===== src/rtl/fifo_wr_arbiter.sv =====
// Round-robin write arbiter that lets several producers share one FIFO write
// port. One producer owns the port at a time, for at most MAX_BURST words.
// Every grant starts with a single arbitration bubble in IDLE. The arbiter
// holds off while the FIFO reports full.
module fifo_wr_arbiter #(
   parameter int NUM_REQ   = 4,
   parameter int DATA_W    = 32,
   parameter int MAX_BURST = 4,
   localparam int ID_W     = (NUM_REQ > 1) ? $clog2(NUM_REQ) : 1
) (
   input  logic                      clk,
   input  logic                      rst,
   input  logic [NUM_REQ-1:0]        req,
   input  logic [NUM_REQ*DATA_W-1:0] req_data,
   output logic [NUM_REQ-1:0]        ack,
   input  logic                      fifo_full,
   output logic                      fifo_w_en,
   output logic [DATA_W-1:0]         fifo_data,
   output logic                      grant_valid,
   output logic [ID_W-1:0]           grant_id
);

   localparam int CNT_W = (MAX_BURST > 1) ? $clog2(MAX_BURST) : 1;
   localparam logic [CNT_W-1:0] LAST_BEAT   = CNT_W'(MAX_BURST - 1);
   localparam logic [ID_W-1:0]  RESET_OWNER = ID_W'(NUM_REQ - 1);

   typedef enum logic {
      IDLE = 1'b0,
      OWN  = 1'b1
   } state_t;

   state_t            state, state_n;
   logic [CNT_W-1:0]  burst_cnt, burst_cnt_n;
   logic [ID_W-1:0]   last_owner, last_owner_n;
   logic [ID_W-1:0]   grant_id_n;
   logic              write;
   logic              pick_found;
   logic [ID_W-1:0]   pick_id;
   logic [ID_W-1:0]   rr_id;
   int                rr_idx;
   logic [DATA_W-1:0] slice [NUM_REQ];

   genvar g;
   generate
      for (g = 0; g < NUM_REQ; g++) begin : g_slice
         assign slice[g] = req_data[g*DATA_W +: DATA_W];
      end
   endgenerate

   // Round-robin search: the first requester after last_owner wins. The
   // loop walks from the farthest candidate to the nearest one, so the
   // nearest candidate is written last and takes priority.
   always_comb begin
      pick_found = 1'b0;
      pick_id    = '0;
      rr_idx     = 0;
      rr_id      = '0;
      for (int k = NUM_REQ; k >= 1; k--) begin
         rr_idx = (int'(last_owner) + k) % NUM_REQ;
         rr_id  = ID_W'(rr_idx);
         if (req[rr_id]) begin
            pick_found = 1'b1;
            pick_id    = rr_id;
         end
      end
   end

   // State register. A low rst drops any grant and returns the arbiter to IDLE.
   always_ff @(posedge clk) begin
      if (!rst) begin
         state      <= IDLE;
         burst_cnt  <= '0;
         last_owner <= RESET_OWNER;
         grant_id   <= '0;
      end else begin
         state      <= state_n;
         burst_cnt  <= burst_cnt_n;
         last_owner <= last_owner_n;
         grant_id   <= grant_id_n;
      end
   end

   // Next-state logic and write decode. A write is gated by rst, so a reset
   // that arrives mid-burst never produces a partial word in the FIFO.
   always_comb begin
      state_n      = state;
      burst_cnt_n  = burst_cnt;
      last_owner_n = last_owner;
      grant_id_n   = grant_id;
      write        = 1'b0;
      case (state)
         IDLE: begin
            if (pick_found) begin
               grant_id_n  = pick_id;
               burst_cnt_n = '0;
               state_n     = OWN;
            end
         end
         OWN: begin
            if (!req[grant_id]) begin
               state_n      = IDLE;
               last_owner_n = grant_id;
            end else if (!fifo_full) begin
               write       = rst;
               burst_cnt_n = burst_cnt + 1'b1;
               if (burst_cnt == LAST_BEAT) begin
                  state_n      = IDLE;
                  last_owner_n = grant_id;
                  burst_cnt_n  = '0;
               end
            end
         end
         default: state_n = IDLE;
      endcase
   end

   assign fifo_w_en   = write;
   assign ack         = write ? (NUM_REQ'(1) << grant_id) : '0;
   assign fifo_data   = write ? slice[grant_id] : '0;
   assign grant_valid = (state == OWN) && rst;

endmodule

===== config.mk =====
export PLATFORM = sky130hd
export DESIGN_NAME = fifo_wr_arbiter
export DESIGN_NICKNAME = d
export VERILOG_FILES = /design/src/rtl/fifo_wr_arbiter.sv
export SDC_FILE = /design/constraint.sdc
export NUM_CORES = 1
export LEC_CHECK = 0
export CAP_MARGIN = 25
export CORE_MARGIN = 4
export CORE_UTILIZATION = 29
export CTS_BUF_LIST = sky130_fd_sc_hd__clkbuf_8
export DETAILED_ROUTE_END_ITERATION = 8
export HOLD_SLACK_MARGIN = 0.05
export PLACE_DENSITY = 0.84
export SYNTH_ARGS = -nofsm -noshare
export SYNTH_HDL_FRONTEND = slang
export SYNTH_SLANG_ARGS = --single-unit

===== constraint.sdc =====
create_clock -name clk -period 2.2 [get_ports clk]
set_input_delay 0.44 -clock clk [delete_from_list [all_inputs] [get_ports clk]]
set_output_delay 0.44 -clock clk [all_outputs]
set_load 0.05 [all_outputs]

==> run summary, run 1 <==
The run finished, with violations left. The final reports fail on setup timing. Clock skew on the completed layout was measured at roughly 0.0011 ns.

Once the floorplan was initialized, standard cells occupied 30.4% of the core. The detailed router finished its first iteration with 204 violations. The region available for standard cell placement spans 5170 µm². The sequential fraction of the synthesis area is 8.92%. For the pin with the worst max-slew slack, the measured transition is 0.632 ns. The endpoint of the worst register-to-register path is burst_cnt[0]$_SDFFE_PN0P_. The arrival time reported for the critical path endpoint came out at 1.84 ns. The startpoint of the worst register-to-register path is grant_id[1]$_SDFFE_PN0P_. The power per standard cell area is 326 nW/µm².

The minimum clock period came out at ~2.3 ns. The tightest hold path in the finished design has a slack of 0.503 ns. Counting flops with an async set or reset pin after synthesis yields a share of 0%. In this run, distinct cell masters in the synthesized netlist total 37.

The largest individual stage delay along the critical path comes from the cell sky130_fd_sc_hd__dfxtp_2. Clock tree synthesis selected as its root buffer the cell sky130_fd_sc_hd__clkbuf_8. 0 antenna diodes ended up in the layout.

The initial antenna violation count was 0. Dividing the detail-routed wire length by the instance count gives 29.2 µm. In this design, the stage delay of the slowest critical-path cell is 0.53 ns. The warning count from the yosys run is 0. Counting every instance in the synthesized netlist gives 140.

Cells fill a little over four fifths of the core in the end. The fraction of the cycle the final worst path needs came out at 104%. Setup slack on the worst reg-to-reg path comes out at 0.31 ns. In this run the cell area measured after placement is 3960 µm². The die extent in y is 81.6 µm.

The number of max-slew violations in the final report came out at 0. The ratio of cells with drive above 1 in the final layout is 41.9%. The met2 usage is between 50% and 60%. The signal on the critical path passes through mux4_2 > clkbuf_16 > buf_12 > and3_1 > buf_12.

The count of flip-flops with a built-in enable after synthesis is 0. Among the stages of the critical path, the cell type that occurs most often is sky130_fd_sc_hd__buf_12. The fill cell total of the finished layout came out at 232. In the final timing run, aggregate negative setup slack is -2.10 ns. The worst setup path is launched from a flip-flop. Global routing consumed, on the met1 layer, 30.5% of the routing resources. Across all layers, the routed design uses 2377 vias. The family of cells with the greatest summed delay on the critical path is flip-flops. The final antenna-violating net count is 0.

Of all nets on the critical path, the largest fanout is 10. The startpoint identified for the worst hold timing path is burst_cnt[1]$_SDFFE_PN0P_. The most used flip-flop cell after synthesis is sky130_fd_sc_hd__dfxtp_1. The clock-pin slew of the registers on the worst-case setup and hold paths is 0.04 ns.

The total die area is ~6700 µm². The top-level port count came out at 175. The mapped netlist covers between 1500 and 2000 µm². Compared with the post-synthesis result, the final layout area differs by 174%. The total wire length came out at 11800 µm. At the later pin of the worst-skew pair, clock insertion delay measures ~0.23 ns.

The detailed-placement wirelength estimate came out at 7250 µm. For this run, the total global-route usage over all layers was measured as between 20 and 30%. The worst endpoint required time is approximately 1.8 ns. The tightest min-delay check is of the flip-flop to flip-flop type. The type of the setup path with the least slack is flip-flop to output pin. The number of search-and-repair iterations in the first detailed-routing pass came out at 5. The hold-critical path depth is 2. The path with the worst hold slack has its endpoint at burst_cnt[1]$_SDFFE_PN0P_. The analysis attributes to cell leakage a power of 1.66 nW. The mean cell area of the mapped netlist came out at ~11 µm².

The first global-routing pass estimated 14100 µm of wire. The number of buffers created by CTS came out at 3. In the routed design, unresolved DRC markers number 0. The global-route met3 utilization is roughly 7.9%. The total nets after synthesis came out at 276. The number of endpoints failing setup at the final stage is 33. The row count is 26. Measured against its own limit, the worst slew margin works out to 57.5%. The area of the multi-input gates came out at about 1500 µm². The post-synthesis sequential element count came out at 7. The maximum number of pins on one net before global-route repair is 18. The count of max-cap constraint violations came out at 0. In this run the most used layer during global routing was met2. The chip width is 81.6 µm. The hold violation count in the final report is 0. The CTS tree is done. Setup repair after global routing could not meet its margin everywhere.

The sequential cells in the finished layout cover a total of roughly 150 µm². The post-layout total power came out at 1.40 mW. The count of buffers from port buffering is between 150 and 200. The buffers plus inverters on the worst setup path came out at 3.

CTS saw 7 sinks. For this run, the post-layout net count is approximately 470. The total grt overflow came out at 0. The endpoint kind of the worst setup timing path is an output pin.

The number of global-route vias before repair is 2375. The total non-filler cell area in the finished layout is 4310 µm². The per-cell via count in the routed design is 5.88.

The maximum level of the CTS H-tree is 1. The congestion estimate from routability-driven global placement came to 0.847. Timing would allow up to between 0.4 and 0.5 GHz. The maximum buffer depth of the clock tree came out at 2. The hold buffer count at cts is 0. The final worst slack is -0.0839 ns. Measured in cells, the most critical reg-to-reg path has a length of 6. The worst ir drop on vdd came out at 0.000337 V.
==> worst register-to-register path: cells and delay by family, from the launching register on <==
kind	cells	cell delay, ns
DFF	1	0.53
buffers and inverters	3	0.41
AOI/OAI and AO/OA	1	0.36
muxes	1	0.33
and+or+nand+nor	1	0.12
==> cells by family (layout without fill, tap and decap cells) <==
logic type | count (synthesis) | count (layout) | share of synthesized area (%)
adders and majority gates | 1 | 1 | 0.797
buffers and inverters | 21 | 215 | 7.33
and+or+nand+nor | 62 | 62 | 23.7
DFF | 7 | 7 | 8.92
AOI/OAI and AO/OA | 13 | 13 | 5.58
muxes | 36 | 36 | 53.7
==> state kept, by name, summed over array words and instances, names as in the netlist <==
| name | flops |
|---|---|
| last_owner | 2 |
| grant_id | 2 |
| state | 1 |
| burst_cnt | 2 |
==> where the power goes <==
part	internal, mW	leakage [nW]	switching, mW	total [mW]
sequential	0.140	0.0587	0.0249	0.165
clock	0.121	0.0269	0.0640	0.185
combinational	0.642	1.57	0.412	1.05
total	0.903	1.66	0.501	1.40
==> synth_stat cells, types with 2 or more instances <==
cell,count,area [µm²]
sky130_fd_sc_hd__o21ai_0,3,15.0
sky130_fd_sc_hd__a21oi_1,2,10.0
sky130_fd_sc_hd__mux4_2,15,338
sky130_fd_sc_hd__nor2b_1,3,18.8
sky130_fd_sc_hd__clkbuf_1,5,18.8
sky130_fd_sc_hd__inv_1,5,18.8
sky130_fd_sc_hd__nand4_1,2,12.5
sky130_fd_sc_hd__dfxtp_1,7,140
sky130_fd_sc_hd__nor2_1,5,18.8
sky130_fd_sc_hd__mux4_1,18,473
sky130_fd_sc_hd__nand2_1,7,26.3
sky130_fd_sc_hd__and3_1,33,206
sky130_fd_sc_hd__mux2_1,2,22.5
sky130_fd_sc_hd__buf_2,5,25.0
sky130_fd_sc_hd__buf_6,4,45.0
sky130_fd_sc_hd__nor4_1,2,12.5
sky130_fd_sc_hd__buf_1,2,7.51
==> final cells by class <==
class	instances	share of cell area, %
timing repair buffer	206	59.4
sequential	7	3.37
tap	70	2.03
inverter	5	0.436
clock buffer	3	0.958
clock inverter	1	0.0871
multi-input combinational	112	33.7
==> stage by stage <==
stage	cells	worst slack, ns
floorplan	140	0.00300
global placement	386	-0.151
detailed placement	386	-0.194
CTS	399	-0.113
global route	404	-0.106
finish	404	-0.0839
==> layout by cell type, fill, tap and decap left out, types with 5 or more instances in the layout <==
| cell type | n |
|---|---|
| sky130_fd_sc_hd__nor2_1 | 5 |
| sky130_fd_sc_hd__mux4_1 | 6 |
| sky130_fd_sc_hd__clkdlybuf4s50_1 | 129 |
| sky130_fd_sc_hd__inv_1 | 6 |
| sky130_fd_sc_hd__buf_12 | 46 |
| sky130_fd_sc_hd__dfxtp_1 | 5 |
| sky130_fd_sc_hd__buf_6 | 7 |
| sky130_fd_sc_hd__and3_4 | 29 |
| sky130_fd_sc_hd__mux4_2 | 27 |
| sky130_fd_sc_hd__buf_4 | 15 |
| sky130_fd_sc_hd__nand2_1 | 6 |
==> routing by layer <==
layer,wire (µm),vias to the layer above
li1,-,974
met1,4170,1176
met2,6040,184
met3,1060,43
met4,520,0
met5,0,-
==> what timing repair did <==
item	CTS	global route
gates resized for setup	28	38
pin swaps	2	1
endpoints found under the setup margin	35	36
setup buffers	5	6
gates cloned	4	2
==> how the worst max path moves through the flow <==
| stage | cells past startpoint | endpoint | slack, ns | startpoint |
|---|---|---|---|---|
| 3_3_place_gp | 5 | fifo_data[8] | -0.15 | req[3] |
| 5_1_grt | 5 | fifo_data[16] | -0.11 | grant_id[1]$_SDFFE_PN0P_ |
| 6_report | 5 | fifo_data[16] | -0.08 | grant_id[1]$_SDFFE_PN0P_ |
| 4_1_cts | 4 | fifo_data[13] | -0.11 | grant_id[0]$_SDFFE_PN0P_ |
| 2_1_floorplan | 4 | fifo_data[17] | 0.003 | grant_id[0]$_SDFFE_PN0P_ |
| 3_5_place_dp | 5 | fifo_data[23] | -0.19 | req[3] |
Note: power is estimated with default switching activity, not from simulation.
==> run 2: changes to the inputs <==
Settings changed: SETUP_SLACK_MARGIN set to 0.3.
==> run 2 against run 1 <==
  * The run still ends with setup timing left
  * Clock power is 8% higher
  * Combinational power up 6%
  * First-iteration DRC count decreased by 24%
  * Clock-buffer cell count is the same
  * Fmax is 1.1% lower
  * Critical endpoint is now fifo_data[20]
  * Largest cell class unchanged
==> run summary, run 2 (synthesis gave the netlist of run 1 again) <==
The run finished, with violations left. The checks that failed: setup timing. The library cell used most frequently in the layout, excluding fill and tap cells, is sky130_fd_sc_hd__clkdlybuf4s50_1.

Setup repair after global routing could not meet its margin everywhere. The count of buffers from port buffering came out at 174 (unchanged). The total wire length came out at 11500 µm (-2.6%).

The number of clock sinks seen by CTS was 7 (unchanged). In this run the worst hold path is classified as flip-flop to flip-flop. The worst endpoint required time came out at 1.76 ns (about the same).

The total non-filler cell area in the finished layout came out at 4460 µm² (+3.5%). The root buffer cell chosen for the clock tree is sky130_fd_sc_hd__clkbuf_8. The number of search-and-repair iterations in the first detailed-routing pass is 4 (-1). The routability congestion estimate was 0.852 (+0.61%). The row count came out at 26 (unchanged). The slowest cell on the critical path is sky130_fd_sc_hd__mux4_2. The reported leakage power is 1.69 nW (+2.2%). The area of the core is 5170 µm² (unchanged). The top-level port count is 175 (unchanged).

The worst setup path is launched from a flip-flop. The antenna diode instance count was 0 (unchanged). The total die area is 6660 µm² (unchanged). The global-route usage over all layers is 31.1% (+2.1 points). The minimum clock period came to 2.31 ns (+0.0260 ns). The hold violation count in the final report is 0 (unchanged).

The number of DRC violations after detailed-routing iteration 0 is 155 (-24%). The post-layout instance count excluding filler cells is 407 (+0.74%). The clock-pin slew of the registers on the worst-case setup and hold paths is 0.05 ns (about the same).

The final setup skew is 0.0125 ns (+0.0114 ns). The final worst slack came out at -0.110 ns (-0.0260 ns). The highest cell delay on the worst timing path came out at 0.54 ns (about the same). The worst-margin pin slew came out at 0.394 ns (-0.238 ns). The achievable frequency was 0.433 GHz (-1.1%).

The worst-path maximum fanout is 5 (-5). The chip width came to 81.6 µm (unchanged). The fill cell total of the finished layout is 221 (-4.7%). The final-stage net count is 474 (+0.64%). The effective utilization at floorplan is 30.4% (unchanged). The final-layout setup total negative slack is -1.61 ns (+0.494 ns).

STA classifies the critical path endpoint as an output pin. The number of buffers created by CTS came out at 3 (unchanged). The maximum buffer depth of the clock tree is 2 (unchanged).

The total grt overflow is 0 (unchanged). The wire length of the first global-routing pass is 14900 µm (+5.9%). The type of the setup path with the least slack is flip-flop to output pin. The cell total after placement is 384 (-0.52%). The number of max-slew violations in the final report came out at 0 (unchanged).

The per-cell via count in the routed design came to 5.74 (-2.4%). The hold buffer count at cts is 0 (unchanged). The final antenna-violating net count came out at 0 (unchanged).

TritonCTS built the clock tree. The die extent in y came out at 81.6 µm (unchanged). The count of max-cap constraint violations was 0 (unchanged). The signal on the critical path passes through buf_6 > buf_12 > buf_6 > mux4_2 > and3_4 > buf_12. The arrival time reported for the critical path endpoint came out at 1.87 ns (+0.03 ns). In this design, the largest share of critical-path delay is due to multiplexers. The number of DRC violations after detailed routing is 0 (unchanged).

The insertion delay of the later-clocked pin in the worst-skew pair is 0.25 ns (+0.02 ns). In the layout the commonest cells are 128 x sky130_fd_sc_hd__clkdlybuf4s50_1, 48 x sky130_fd_sc_hd__buf_12, 33 x sky130_fd_sc_hd__mux4_2. The average wire length per cell after detail routing was 28.2 µm (-3.3%). The ratio of cells with drive above 1 in the final layout came out at 47.2% (+5.3 points). The largest registers in the layout are burst_cnt (2), grant_id (2), last_owner (2).

The relative area change from synthesis to final layout came out at 184%. The maximum number of pins on one net before global-route repair came out at 33 (+15). The remaining max-slew budget at the tightest pin came out at 73.5% (+16 points). The maximum level of the CTS H-tree came out at 1 (unchanged). The number of global-route vias before repair came out at 2441 (+2.8%). The detailed-route via count came out at 2338 (-1.6%). The buffers plus inverters on the worst setup path came to 4 (+1). The fraction of the cycle the final worst path needs was 105% (+1.2 points). The number of endpoints failing setup at the final stage is 29 (-12%). The worst ir drop on vdd came out at 0.000389 V (+16%). The placed cell area is 4060 µm² (+2.6%).

The detailed-placement wirelength estimate was 7030 µm (-3.1%). The power per standard cell area came out at 329 nW/µm² (+1.0%). The initial antenna violation count is 0 (unchanged).
-- run 2: repair_timing --
action | in CTS | in global routing
buffers inserted | 11 | 0
pin swaps | 17 | 15
gates cloned | 7 | 1
resized for setup | 53 | 9
endpoints found under the setup margin | 37 | 37
-- run 2: where the power goes --
group / internal (mW) / total, mW / switching (mW)
clock network: 0.124 / 0.199 / 0.0745
registers: 0.140 / 0.160 / 0.0201
logic: 0.688 / 1.11 / 0.420
-- run 2: area by class of cell --
| class | count | area (µm²) | share of cell area [%] |
|---|---|---|---|
| timing repair buffer | 209 | 2690 | 60.4 |
| multi-input combinational | 112 | 1460 | 32.8 |
| clock buffer | 3 | 41.3 | 0.926 |
| tap | 70 | 87.6 | 1.97 |
| sequential | 7 | 151 | 3.40 |
| inverter | 5 | 18.8 | 0.421 |
| clock inverter | 1 | 5.00 | 0.112 |
-- run 2: metal layers --
metal | track usage, % | up-vias | part of all wire (%)
li1 | - | 982 | -
met1 | 33.3 | 1139 | 34
met2 | 54.8 | 168 | 51
met3 | 10.7 | 49 | 10
met4 | 14.6 | 0 | 4.7
met5 | 0 | - | 0
-- run 2: worst min-delay path, stage by stage, from the launching register on --
cell                      delay [ns]
sky130_fd_sc_hd__dfxtp_1        0.33
sky130_fd_sc_hd__nand4_1        0.07
sky130_fd_sc_hd__o21ai_1        0.07
-- run 2: final timing paths --
check	startpoint	to	slack [ns]	cells after the start
worst max register to register	grant_id[0]$_SDFFE_PN0P_	burst_cnt[0]$_SDFFE_PN0P_	0.36	7
worst max-delay path	grant_id[0]$_SDFFE_PN0P_	fifo_data[20]	-0.11	6
worst min register to register	burst_cnt[1]$_SDFFE_PN0P_	burst_cnt[1]$_SDFFE_PN0P_	0.52	2
worst min-delay path	burst_cnt[1]$_SDFFE_PN0P_	burst_cnt[1]$_SDFFE_PN0P_	0.52	2
-- run 2: per-stage QoR --
stage                     power [mW]  hold slack (ns)  utilization, %  setup WS [ns]
final                           1.47            0.520            86.2         -0.110
after global routing            1.52            0.534            86.2         -0.143
after CTS                       1.40            0.484            85.8        -0.0912
after detailed placement        1.02            0.478            78.5         -0.183
after global placement         0.995            0.452            78.5         -0.164
after floorplan                0.589            0.443               -          0.219
==> run 3: changes to the inputs <==
Settings changed: CELL_PAD_IN_SITES_DETAIL_PLACEMENT set to 1, CELL_PAD_IN_SITES_GLOBAL_PLACEMENT set to 2, CORE_UTILIZATION 29 to 14, PLACE_DENSITY 0.84 to not set, PLACE_DENSITY_LB_ADDON set to 0.1.
==> run 3 against run 2 <==
  * The run still ends with setup timing left
  * Combinational power about the same
  * Non-clock buffer count up 12
  * Via count down 4.7%
  * Flip-flop and latch count unchanged
  * Routed wire length down 11%
  * Core utilization down 43 points
  * Die area up 95%
  * Clock-buffer cell count unchanged
  * Fmax down 2.2%
  * Global-route usage down 16 points
  * Sequential share of layout area down 0.18 points
  * Critical path type is now primary input to output pin
  * Largest power group unchanged
==> run summary, run 3 (synthesis gave the netlist of run 1 again) <==
The relative area change from synthesis to final layout came out at 199%. The number of DRC violations after detailed routing came out at 0 (unchanged). The reported leakage power is 1.82 nW (+7.4%). The signal on the critical path passes through clkdlybuf4s15_2 > mux4_2 > buf_6 > buf_16 > buf_12 > and3_4 > buf_12.

The final antenna-violating net count came out at 0 (unchanged). The average wire length per cell after detail routing is 21.0 µm (-26%). The area of the multi-input gates came out at 1530 µm² (+5.1%).

The combinational share of power came out at 77.0% (+1.5 points). In the final layout, the registers with the most flip-flops are burst_cnt (2), grant_id (2), last_owner (2). The worst-margin pin slew is 0.257 ns (-0.137 ns).

The critical path in this run is classified as primary input to output pin. The library cell used most frequently in the layout, excluding fill and tap cells, is sky130_fd_sc_hd__clkdlybuf4s50_1. The net switching share of the total power was 32.9% (-2.2 points). The slowest cell on the critical path is sky130_fd_sc_hd__mux4_2. The combined flip-flop and latch cell area came out at 151 µm² (unchanged).

The fill cell total of the finished layout is 1177 (+430%). The number of max-slew violations in the final report is 0 (unchanged). The maximum number of pins on one net before global-route repair is 13 (-61%). The hold-critical path depth came out at 2 (unchanged). The worst-path maximum fanout is 8 (+3). The buffers plus inverters on the worst setup path came out at 5 (+1).

The number of clock sinks seen by CTS is 7 (unchanged). The clock-pin slew of the registers on the worst-case setup and hold paths came out at 0.04 ns (about the same). The hold violation count in the final report came out at 0 (unchanged). The top-level port count is 175 (unchanged).

The effective utilization at floorplan was 14.4% (-16 points). The area of the core is 10900 µm² (+110%). The logic depth of the worst register-to-register path was 9 (+2). Setup repair after global routing could not meet its margin everywhere. The chip width came out at 114 µm (+40%). The checks that failed: setup timing. Grouping stages by cell kind, the critical path spends the most delay in buffers and inverters.

The number of global-route vias before repair is 2437 (-0.16%). The startpoint kind of the worst setup timing path is a primary input. The highest cell delay on the worst timing path came out at 0.55 ns (about the same). The minimum clock period is 2.36 ns (+0.0528 ns).

The initial antenna violation count came out at 1 (+1). The flow ran to the end, but the final reports show violations. The final-stage net count came out at 486 (+2.5%). The worst ir drop on vdd came to 0.000248 V (-36%). The die extent in y came to 114 µm (+40%). The final setup skew came to 0.000382 ns (-0.0121 ns).

The total wire length came out at 10300 µm (-11%). The number of buffers created by CTS is 3 (unchanged). The CTS tree is done. The final worst slack is -0.163 ns (-0.0528 ns). The row count is 38 (+46%). The count of buffers from port buffering came out at 174 (unchanged). In the layout the commonest cells are 128 x sky130_fd_sc_hd__clkdlybuf4s50_1, 53 x sky130_fd_sc_hd__buf_12, 32 x sky130_fd_sc_hd__and3_4. The fraction of the cycle the final worst path needs was 107% (+2.4 points). The remaining max-slew budget at the tightest pin came out at 82.7% (+9.3 points). The insertion delay of the later-clocked pin in the worst-skew pair came out at 0.23 ns (-0.02 ns). The wire length of the first global-routing pass came out at 15500 µm (+4.0%). The routability congestion estimate came out at 0.767 (-10%).

The net switching power figure was 484 µW (-6.0%). The post-layout total power is 1.47 mW (+0.29%). The hold buffer count at cts came out at 0 (unchanged). The most frequent cell on the critical path is sky130_fd_sc_hd__buf_12. The antenna diode instance count came to 0 (unchanged).

The total grt overflow came to 0 (unchanged). The ratio of cells with drive above 1 in the final layout came out at 43.6% (-3.6 points). The worst hold path startpoint is burst_cnt[1]$_SDFFE_PN0P_. The maximum buffer depth of the clock tree came out at 2 (unchanged).

The maximum level of the CTS H-tree is 1 (unchanged). The worst-case hold path end point is burst_cnt[1]$_SDFFE_PN0P_. CTS placed an instance of sky130_fd_sc_hd__clkbuf_8 at the clock tree root. The worst endpoint required time is 1.76 ns (about the same). The detailed-route via count is 2227 (-4.7%).

The achievable frequency came out at 0.423 GHz (-2.2%). In this run the critical register-to-register path is launched from grant_id[0]$_SDFFE_PN0P_. The number of DRC violations after detailed-routing iteration 0 came out at 74 (-52%). The internal power component came out at 988 µW (+3.7%).

The count of max-cap constraint violations came out at 0 (unchanged). The final-layout setup total negative slack came out at -4.22 ns (-2.61 ns). The number of search-and-repair iterations in the first detailed-routing pass is 4 (unchanged). The clock network power share is 12.3% (-1.2 points). The global-route usage over all layers came out at 15.5% (-16 points). The per-cell via count in the routed design came out at 4.55 (-21%). STA classifies the critical path endpoint as an output pin. The tightest min-delay check is of the flip-flop to flip-flop type.

The power per standard cell area came out at 313 nW/µm² (-4.9%). The detailed-placement wirelength estimate is 7760 µm (+10%). The total die area was 13000 µm² (+95%). The number of endpoints failing setup at the final stage came out at 33 (+14%). The share of power burned in registers is 10.7% (-0.2 points).

The worst reg-to-reg setup slack is 0.23 ns (-0.13 ns). In this run the critical register-to-register path is captured at burst_cnt[0]$_SDFFE_PN0P_. The arrival time reported for the critical path endpoint was 1.92 ns (+0.05 ns).
run 3: layout make-up:
cell class,instances,share of cell area [%]
repair buffers,221,59.1
multi-input cells,112,32.6
well taps,140,3.73
flip-flops and latches,7,3.22
clock buffers,3,0.878
inverters,5,0.399
clock inverters,1,0.0798
run 3: power groups by stage:
stage | clock (mW) | combinational (mW) | sequential, mW
after floorplan | 0 | 0.423 | 0.166
after global placement | 0 | 0.868 | 0.180
after detailed placement | 0 | 0.873 | 0.181
after CTS | 0.187 | 1.09 | 0.158
after global routing | 0.197 | 1.20 | 0.159
final | 0.181 | 1.13 | 0.158
run 3: worst reg2reg max path, stage by stage, from the launching register on:
cell	delay (ns)
sky130_fd_sc_hd__dfxtp_4	0.36
sky130_fd_sc_hd__mux4_2	0.58
sky130_fd_sc_hd__buf_6	0.17
sky130_fd_sc_hd__buf_16	0.13
sky130_fd_sc_hd__buf_12	0.14
sky130_fd_sc_hd__buf_4	0.13
sky130_fd_sc_hd__buf_6	0.11
sky130_fd_sc_hd__nand3b_4	0.08
sky130_fd_sc_hd__nand4_1	0.11
sky130_fd_sc_hd__o41ai_2	0.06
run 3: timing repair:
item                       4_1_cts  5_1_grt
cloned                           4        0
pin swaps                       25        8
setup endpoints to repair       37       38
gates resized for setup         33       15
buffers inserted                15        8
run 3: worst max-delay path by stage:
stage                                   startpoint            end  cells past startpoint
after CTS                 grant_id[0]$_SDFFE_PN0P_  fifo_data[19]                      6
after detailed placement                    req[3]  fifo_data[31]                      5
after floorplan           grant_id[0]$_SDFFE_PN0P_   fifo_data[0]                      4
after global routing      grant_id[0]$_SDFFE_PN0P_  fifo_data[19]                      6
after global placement                      req[3]   fifo_data[2]                      5
final                                       req[3]  fifo_data[19]                      7
run 3: through the flow:
| step | instances | util [%] | area [µm²] | hold slack [ns] | worst slack [ns] |
|---|---|---|---|---|---|
| after floorplan | 140 | - | 1770 | 0.443 | 0.219 |
| after global placement | 458 | 38.8 | 4230 | 0.454 | -0.183 |
| after detailed placement | 458 | 38.8 | 4230 | 0.463 | -0.223 |
| after CTS | 481 | 42.1 | 4590 | 0.471 | -0.170 |
| after global routing | 489 | 43.2 | 4700 | 0.515 | -0.192 |
| final | 489 | 43.2 | 4700 | 0.484 | -0.163 |
run 3: layer usage:
| layer | part of all wire (%) | GRT usage, % | vias to the layer above |
|---|---|---|---|
| met5 | 0.19 | 0 | - |
| met3 | 7.4 | 4.35 | 8 |
| met4 | 1.2 | 1.82 | 2 |
| met2 | 50 | 27.2 | 95 |
| met1 | 41 | 19.4 | 1103 |
| li1 | - | - | 1019 |
